File: src/rtl/snake_pkg.sv
// Shared direction encoding and helpers for the snake direction controller.
package snake_pkg;

    localparam int unsigned DIR_BITS       = 3;
    localparam int unsigned BTN_PER_PLAYER = 4;

    typedef enum logic [DIR_BITS-1:0] {
        DIR_NONE  = 3'd0,
        DIR_UP    = 3'd1,
        DIR_RIGHT = 3'd2,
        DIR_DOWN  = 3'd3,
        DIR_LEFT  = 3'd4
    } dir_t;

    localparam dir_t RESET_DIR = DIR_RIGHT;

    function automatic dir_t dir_opposite(input dir_t d);
        case (d)
            DIR_UP:    return DIR_DOWN;
            DIR_DOWN:  return DIR_UP;
            DIR_RIGHT: return DIR_LEFT;
            DIR_LEFT:  return DIR_RIGHT;
            default:   return DIR_NONE;
        endcase
    endfunction

    // Press vector is {left,down,right,up}; up wins, left loses.
    function automatic dir_t pick_candidate(input logic [BTN_PER_PLAYER-1:0] press);
        if (press[0]) return DIR_UP;
        if (press[1]) return DIR_RIGHT;
        if (press[2]) return DIR_DOWN;
        if (press[3]) return DIR_LEFT;
        return DIR_NONE;
    endfunction

endpackage

File: src/rtl/btn_debounce.sv
// Two-flop synchroniser plus stability counter for one active-low button.
// press_c flags the cycle whose clock edge moves the stable level from released to pressed.
module btn_debounce #(
    parameter int unsigned DEBOUNCE_CYCLES = 50000,
    parameter int unsigned CNT_W           = 16
) (
    input  logic clock,
    input  logic resetn,
    input  logic raw_n,
    output logic press_c
);

    logic             sync_a;
    logic             synced;
    logic             stable;
    logic [CNT_W-1:0] cnt;
    logic             at_limit;

    assign at_limit = (cnt == CNT_W'(DEBOUNCE_CYCLES - 1));

    always_ff @(posedge clock or negedge resetn) begin
        if (!resetn) begin
            sync_a <= 1'b1;
            synced <= 1'b1;
            stable <= 1'b1;
            cnt    <= '0;
        end else begin
            sync_a <= raw_n;
            synced <= sync_a;
            if (synced == stable) begin
                cnt <= '0;
            end else if (at_limit) begin
                stable <= synced;
                cnt    <= '0;
            end else begin
                cnt <= cnt + CNT_W'(1);
            end
        end
    end

    assign press_c = stable & ~synced & at_limit;

endmodule

File: src/rtl/snake_dir_ctrl.sv
// N-player direction controller: debounced buttons, reversal filter, turn buffer.
// Define DIR_QUEUE_EN for a 2-entry turn FIFO per player; default is a single overwrite slot.
module snake_dir_ctrl
    import snake_pkg::*;
#(
    parameter int unsigned N_PLAYERS       = 2,
    parameter int unsigned DIR_W           = 32,
    parameter int unsigned DEBOUNCE_CYCLES = 50000,
    parameter int unsigned CNT_W           = 16
) (
    input  logic                           clock,
    input  logic                           resetn,
    input  logic                           game_tick,
    input  logic                           game_reset,
    input  logic [4*N_PLAYERS-1:0]         btn_n,
    output logic [N_PLAYERS*DIR_W-1:0]     dir,
    output logic [N_PLAYERS-1:0]           dir_changed,
    output logic [N_PLAYERS-1:0]           turn_rejected,
    output logic [N_PLAYERS-1:0]           pending_valid
);

    localparam int unsigned N_BTN = BTN_PER_PLAYER * N_PLAYERS;

    logic [N_BTN-1:0] press_c;

    for (genvar b = 0; b < N_BTN; b++) begin : g_btn
        btn_debounce #(
            .DEBOUNCE_CYCLES(DEBOUNCE_CYCLES),
            .CNT_W          (CNT_W)
        ) u_debounce (
            .clock  (clock),
            .resetn (resetn),
            .raw_n  (btn_n[b]),
            .press_c(press_c[b])
        );
    end

    for (genvar p = 0; p < N_PLAYERS; p++) begin : g_player
        dir_t dir_q;
        dir_t cand;
        dir_t ref_dir;
        logic legal;
        logic pop;
        logic chg;
        logic rej;

        assign cand  = pick_candidate(press_c[BTN_PER_PLAYER*p +: BTN_PER_PLAYER]);
        assign legal = (cand != DIR_NONE) && (cand != ref_dir) && (cand != dir_opposite(ref_dir));

        assign dir[DIR_W*p +: DIR_W] = DIR_W'(dir_q);
        assign dir_changed[p]        = chg;
        assign turn_rejected[p]      = rej;

`ifdef DIR_QUEUE_EN
        dir_t q0;
        dir_t q1;
        logic v0;
        logic v1;
        logic v0_pop;
        logic v1_pop;
        logic push;

        // Occupancy after the tick's pop decides where (and whether) the candidate lands.
        assign ref_dir = v1 ? q1 : (v0 ? q0 : dir_q);
        assign pop     = game_tick & v0;
        assign v0_pop  = pop ? v1 : v0;
        assign v1_pop  = ~pop & v1;
        assign push    = legal & ~v1_pop;

        always_ff @(posedge clock or negedge resetn) begin
            if (!resetn) begin
                dir_q <= RESET_DIR;
                q0    <= DIR_NONE;
                q1    <= DIR_NONE;
                v0    <= 1'b0;
                v1    <= 1'b0;
                chg   <= 1'b0;
                rej   <= 1'b0;
            end else if (game_reset) begin
                dir_q <= RESET_DIR;
                v0    <= 1'b0;
                v1    <= 1'b0;
                chg   <= 1'b0;
                rej   <= 1'b0;
            end else begin
                chg <= pop;
                rej <= (cand != DIR_NONE) & ~push;
                v0  <= v0_pop | push;
                v1  <= v1_pop | (push & v0_pop);
                if (pop) begin
                    dir_q <= q0;
                    q0    <= q1;
                end
                if (push) begin
                    if (v0_pop) q1 <= cand;
                    else        q0 <= cand;
                end
            end
        end

        assign pending_valid[p] = v0;
`else
        dir_t slot;
        logic slot_v;

        assign ref_dir = slot_v ? slot : dir_q;
        assign pop     = game_tick & slot_v;

        always_ff @(posedge clock or negedge resetn) begin
            if (!resetn) begin
                dir_q  <= RESET_DIR;
                slot   <= DIR_NONE;
                slot_v <= 1'b0;
                chg    <= 1'b0;
                rej    <= 1'b0;
            end else if (game_reset) begin
                dir_q  <= RESET_DIR;
                slot_v <= 1'b0;
                chg    <= 1'b0;
                rej    <= 1'b0;
            end else begin
                chg    <= pop;
                rej    <= (cand != DIR_NONE) & ~legal;
                slot_v <= (slot_v & ~pop) | legal;
                if (pop)   dir_q <= slot;
                if (legal) slot  <= cand;
            end
        end

        assign pending_valid[p] = slot_v;
`endif
    end

endmodule
File: config.mk
export PLATFORM = sky130hd
export DESIGN_NAME = snake_dir_ctrl
export DESIGN_NICKNAME = d
export VERILOG_FILES = /design/src/rtl/snake_pkg.sv /design/src/rtl/btn_debounce.sv /design/src/rtl/snake_dir_ctrl.sv
export SDC_FILE = /design/constraint.sdc
export NUM_CORES = 1
export LEC_CHECK = 0
export ABC_AREA = 1
export BUFFER_PORTS_ARGS = -buffer_cell sky130_fd_sc_hd__buf_2
export CAP_MARGIN = 20
export CORE_MARGIN = 2
export CORE_UTILIZATION = 45
export CTS_CLUSTER_SIZE = 40
export DETAILED_ROUTE_END_ITERATION = 10
export PLACE_DENSITY = 0.62
export SYNTH_ARGS = -nofsm -noshare
export SYNTH_HDL_FRONTEND = slang
export SYNTH_SLANG_ARGS = --single-unit
File: constraint.sdc
create_clock -name clock -period 4.5 [get_ports clock]
set_input_delay 0.225 -clock clock [delete_from_list [all_inputs] [get_ports clock]]
set_output_delay 0.225 -clock clock [all_outputs]
set_load 0.1 [all_outputs]
==> results_dict.tcl <==
set metrics [dict create \
    status "completed" \
    multi_input_area_sq_um 4150 \
    startpoint_type "flip-flop" \
    synth_edf_count 0 \
    root_buffer "clkbuf_16" \
    cp.required_ns 4.81 \
    grt_overflow 0 \
    postPlaceCellArea_sq_um 9520 \
    syn_avg_cell_area_sq_um 8.18 \
    die_h_um 148 \
    final_nets 1211 \
    cp_max_fo 5 \
    max-cap-violations 0 \
    route.detailed.drc 0 \
    r2r_start "g_btn[4].u_debounce.cnt[0]$_DFF_PN0_" \
    cts_setup_buffers 0 \
    syn_area_sq_um 9330 \
    dieArea_sq_um 21900 \
    async_flop_share_pct 100 \
    ys_top_cells_by_area "dfrtp_1, nand2_1, dfstp_2, nor2_1, inv_1" \
    cp-end-kind "flip-flop" \
    cp.arrival_ns 2.26 \
    cts_max_level 4 \
    grt.total_usage_pct 16.3 \
    synthTopCellsByCount "nand2_1, nor2_1, inv_1" \
    dp_slack_ns 2.59 \
    period_minus_slack_ns 1.94 \
    synth_compound_area_share_pct 7.38 \
    synth_xor_area_share_pct 3.10 \
    grt_max_degree 101 \
    grt_pass1_vias 6595 \
    drtPass1Iterations 4 \
    synth_simple_gate_area_share_pct 29.5 \
    ff2ff_path_depth 13 \
    leakagePower_nw 4.63 \
    antennaDiodeCount 0 \
    fin_skew_ns 0.0107 \
    fin_ws_ns 2.56 \
    n_fill_cell 1971 \
    hold-worst-slack_ns 0.167 \
    gr-max-usage-layer "met2" \
    fin_crit_sh_pct 43.2 \
    setup-violations-final 0 \
    synth_mux_area_share_pct 0 \
    clock-sinks 170 \
    worstHoldStart "game_tick" \
    irDropWorstVdd_uv 240 \
    cp_slowest_stage_delay_ns 0.41 \
    final_hold_viol_count 0 \
    core_area_sq_um 20300 \
    seq_area_sq_um 4290 \
    final_antenna_net_count 0 \
    dpl.hpwl_mm 12.4 \
    synth_top_flop_cell "dfrtp_1" \
    cp_common_cell "nand2_1" \
    row_count 52 \
    synthToLayoutAreaGrowth_pct 8.96 \
    path_cells "ha_1 > nand3_2 > nor2_1 > nand3_1 > inv_1 > nor2_1 > nand2_1 > nand2_1 > nand2_1 > nand3_2 > nand3_2 > nand2_1 > nand2_1" \
    grtUsageMet1_pct 21.5 \
    drv_slew 0 \
    rsz0062_at_grt "no" \
    routed_wl_mm 16.9 \
    yosysTopAreaCellShare_pct 38.6 \
    rrSetupSlack_ns 2.56 \
    numPortBuffers 23 \
    design_area_sq_um 10200 \
    avgViaCountPerCell 4.71 \
    vias 6911 \
    yosysMostFrequentCell "nand2_1" \
    drive_gt1_share_pct 13.6 \
    synthCells 1141 \
    crit_path_start "g_btn[4].u_debounce.cnt[0]$_DFF_PN0_" \
    max_freq_mhz 515 \
    slew_headroom_pct 38.2 \
    synth-adder-area-share_pct 2.15 \
    tns_ns 0 \
    cts_resized 0 \
    worst_pin_slew_ns 0.927 \
    ys.warnings.count 0 \
    clk_latency_ns 0.43 \
    drt-wirelength-per-cell_um 11.5 \
    synth_top_family_by_area "simple AND/OR/NAND/NOR gates" \
    drt_iter0_markers 307 \
    hold_depth 4 \
    grt_pass1_wl_mm 29.5 \
    met2_usage_pct 27.3 \
    globalRouteMet3Util_pct 3.30 \
    worstSetupPathType "reg -> reg" \
    start_util_pct 46.0 \
    io-pin-count 82 \
    cts_buffer_depth 2 \
    synth-seq-cells 170 \
    cts_buffers 17 \
    yosys.area.top_type "dfrtp_1" \
    cts_tree "yes" \
    antenna_found_initial 0 \
    die_x_um 148 \
    gp_congestion 0.814 \
    min_path_type "in -> reg" \
    power.density_nw_per_um2 323 \
    synth-seq-area-share_pct 45.9 \
    path_clk_slew_ns 0.07 \
    crit_slowest_cell "dfrtp_1" \
    synth_cell_types 42 \
]
report_power, final:
group          switching, mW  internal, mW  leakage [nW]  total (mW)
registers             0.0171          1.56          2.26        1.58
clock network          0.662         0.728         0.269        1.39
logic                  0.284        0.0339          2.09       0.318
total                  0.963          2.32          4.63        3.28
layer usage:
layer  vias up  routed length (um)
met5         -                   0
li1       3602                   -
met2        82                8210
met1      3218                8120
met4         0                 134
met3         9                 453
path summary, 6_finish.rpt:
path / end
max in group asynchronous: g_btn[7].u_debounce.synced$_DFF_PN1_
min reg2reg: g_btn[0].u_debounce.synced$_DFF_PN1_
min: g_player[0].dir_q[0]$_DFFE_PN0P_
min in group asynchronous: g_btn[6].u_debounce.cnt[7]$_DFF_PN0_
max: g_player[1].slot[2]$_DFFE_PN0P_
max reg2reg: g_player[1].slot[2]$_DFFE_PN0P_
area by class of cell:
cell class / count / share of cell area [%]
flip-flops and latches: 170 / 42.2
multi-input cells: 798 / 40.8
inverters: 162 / 5.98
clock buffers: 17 / 4.18
well taps: 270 / 3.32
repair buffers: 34 / 2.23
clock inverters: 15 / 1.30
logic make-up (layout without fill, tap and decap cells):
group	Yosys count	count (layout)
AOI/OAI and AO/OA	129	129
xor gates and xnor gates	33	33
adders and majority gates	16	16
DFF	170	170
buffers and inverters	230	228
and+or+nand+nor	562	562
other	1	58
placed cells by master, fill, tap and decap left out, types with 17 or more instances in the layout:
| master | Yosys | routed |
|---|---|---|
| nand2_1 | 197 | 197 |
| nor2_2 | 23 | 23 |
| nor3_1 | 22 | 22 |
| a21oi_1 | 53 | 53 |
| nand3_2 | 21 | 21 |
| nand4_1 | 19 | 19 |
| clkbuf_16 | 0 | 17 |
| inv_1 | 161 | 161 |
| conb_1 | 1 | 58 |
| o21ai_0 | 56 | 56 |
| buf_2 | 1 | 22 |
| dfstp_2 | 26 | 26 |
| xor2_1 | 23 | 23 |
| nand3_1 | 52 | 52 |
| dfrtp_1 | 144 | 144 |
| nor2_1 | 164 | 164 |
timing repair:
| item | in CTS | in global routing |
|---|---|---|
| hold endpoints to repair | 95 | 0 |
| setup endpoints to repair | 0 | 0 |
| hold buffers | 9 | 0 |
flip-flops by register name (all words and copies together) (netlist names):
name                     count
g_player.rej                 2
g_btn.u_debounce.stable      8
g_player.slot_v              2
g_btn.u_debounce.sync_a      8
g_player.chg                 2
g_player.slot                6
g_player.dir_q               6
g_btn.u_debounce.cnt       128
g_btn.u_debounce.synced      8
critical path, delay by kind of cell, from the launching register on:
family / cells / cell delay, ns
fa+ha+maj: 1 / 0.25
buf+inv: 1 / 0.06
flops: 1 / 0.41
simple gates: 11 / 1.11
stage by stage:
step,power [mW],instances,util (%)
final,3.28,1466,50.1
after global routing,3.40,1466,50.1
after CTS,3.33,1466,50.1
after detailed placement,1.92,1425,46.9
after global placement,1.92,1425,46.9
after floorplan,1.90,1198,-
(Power assumes the default switching activity.)
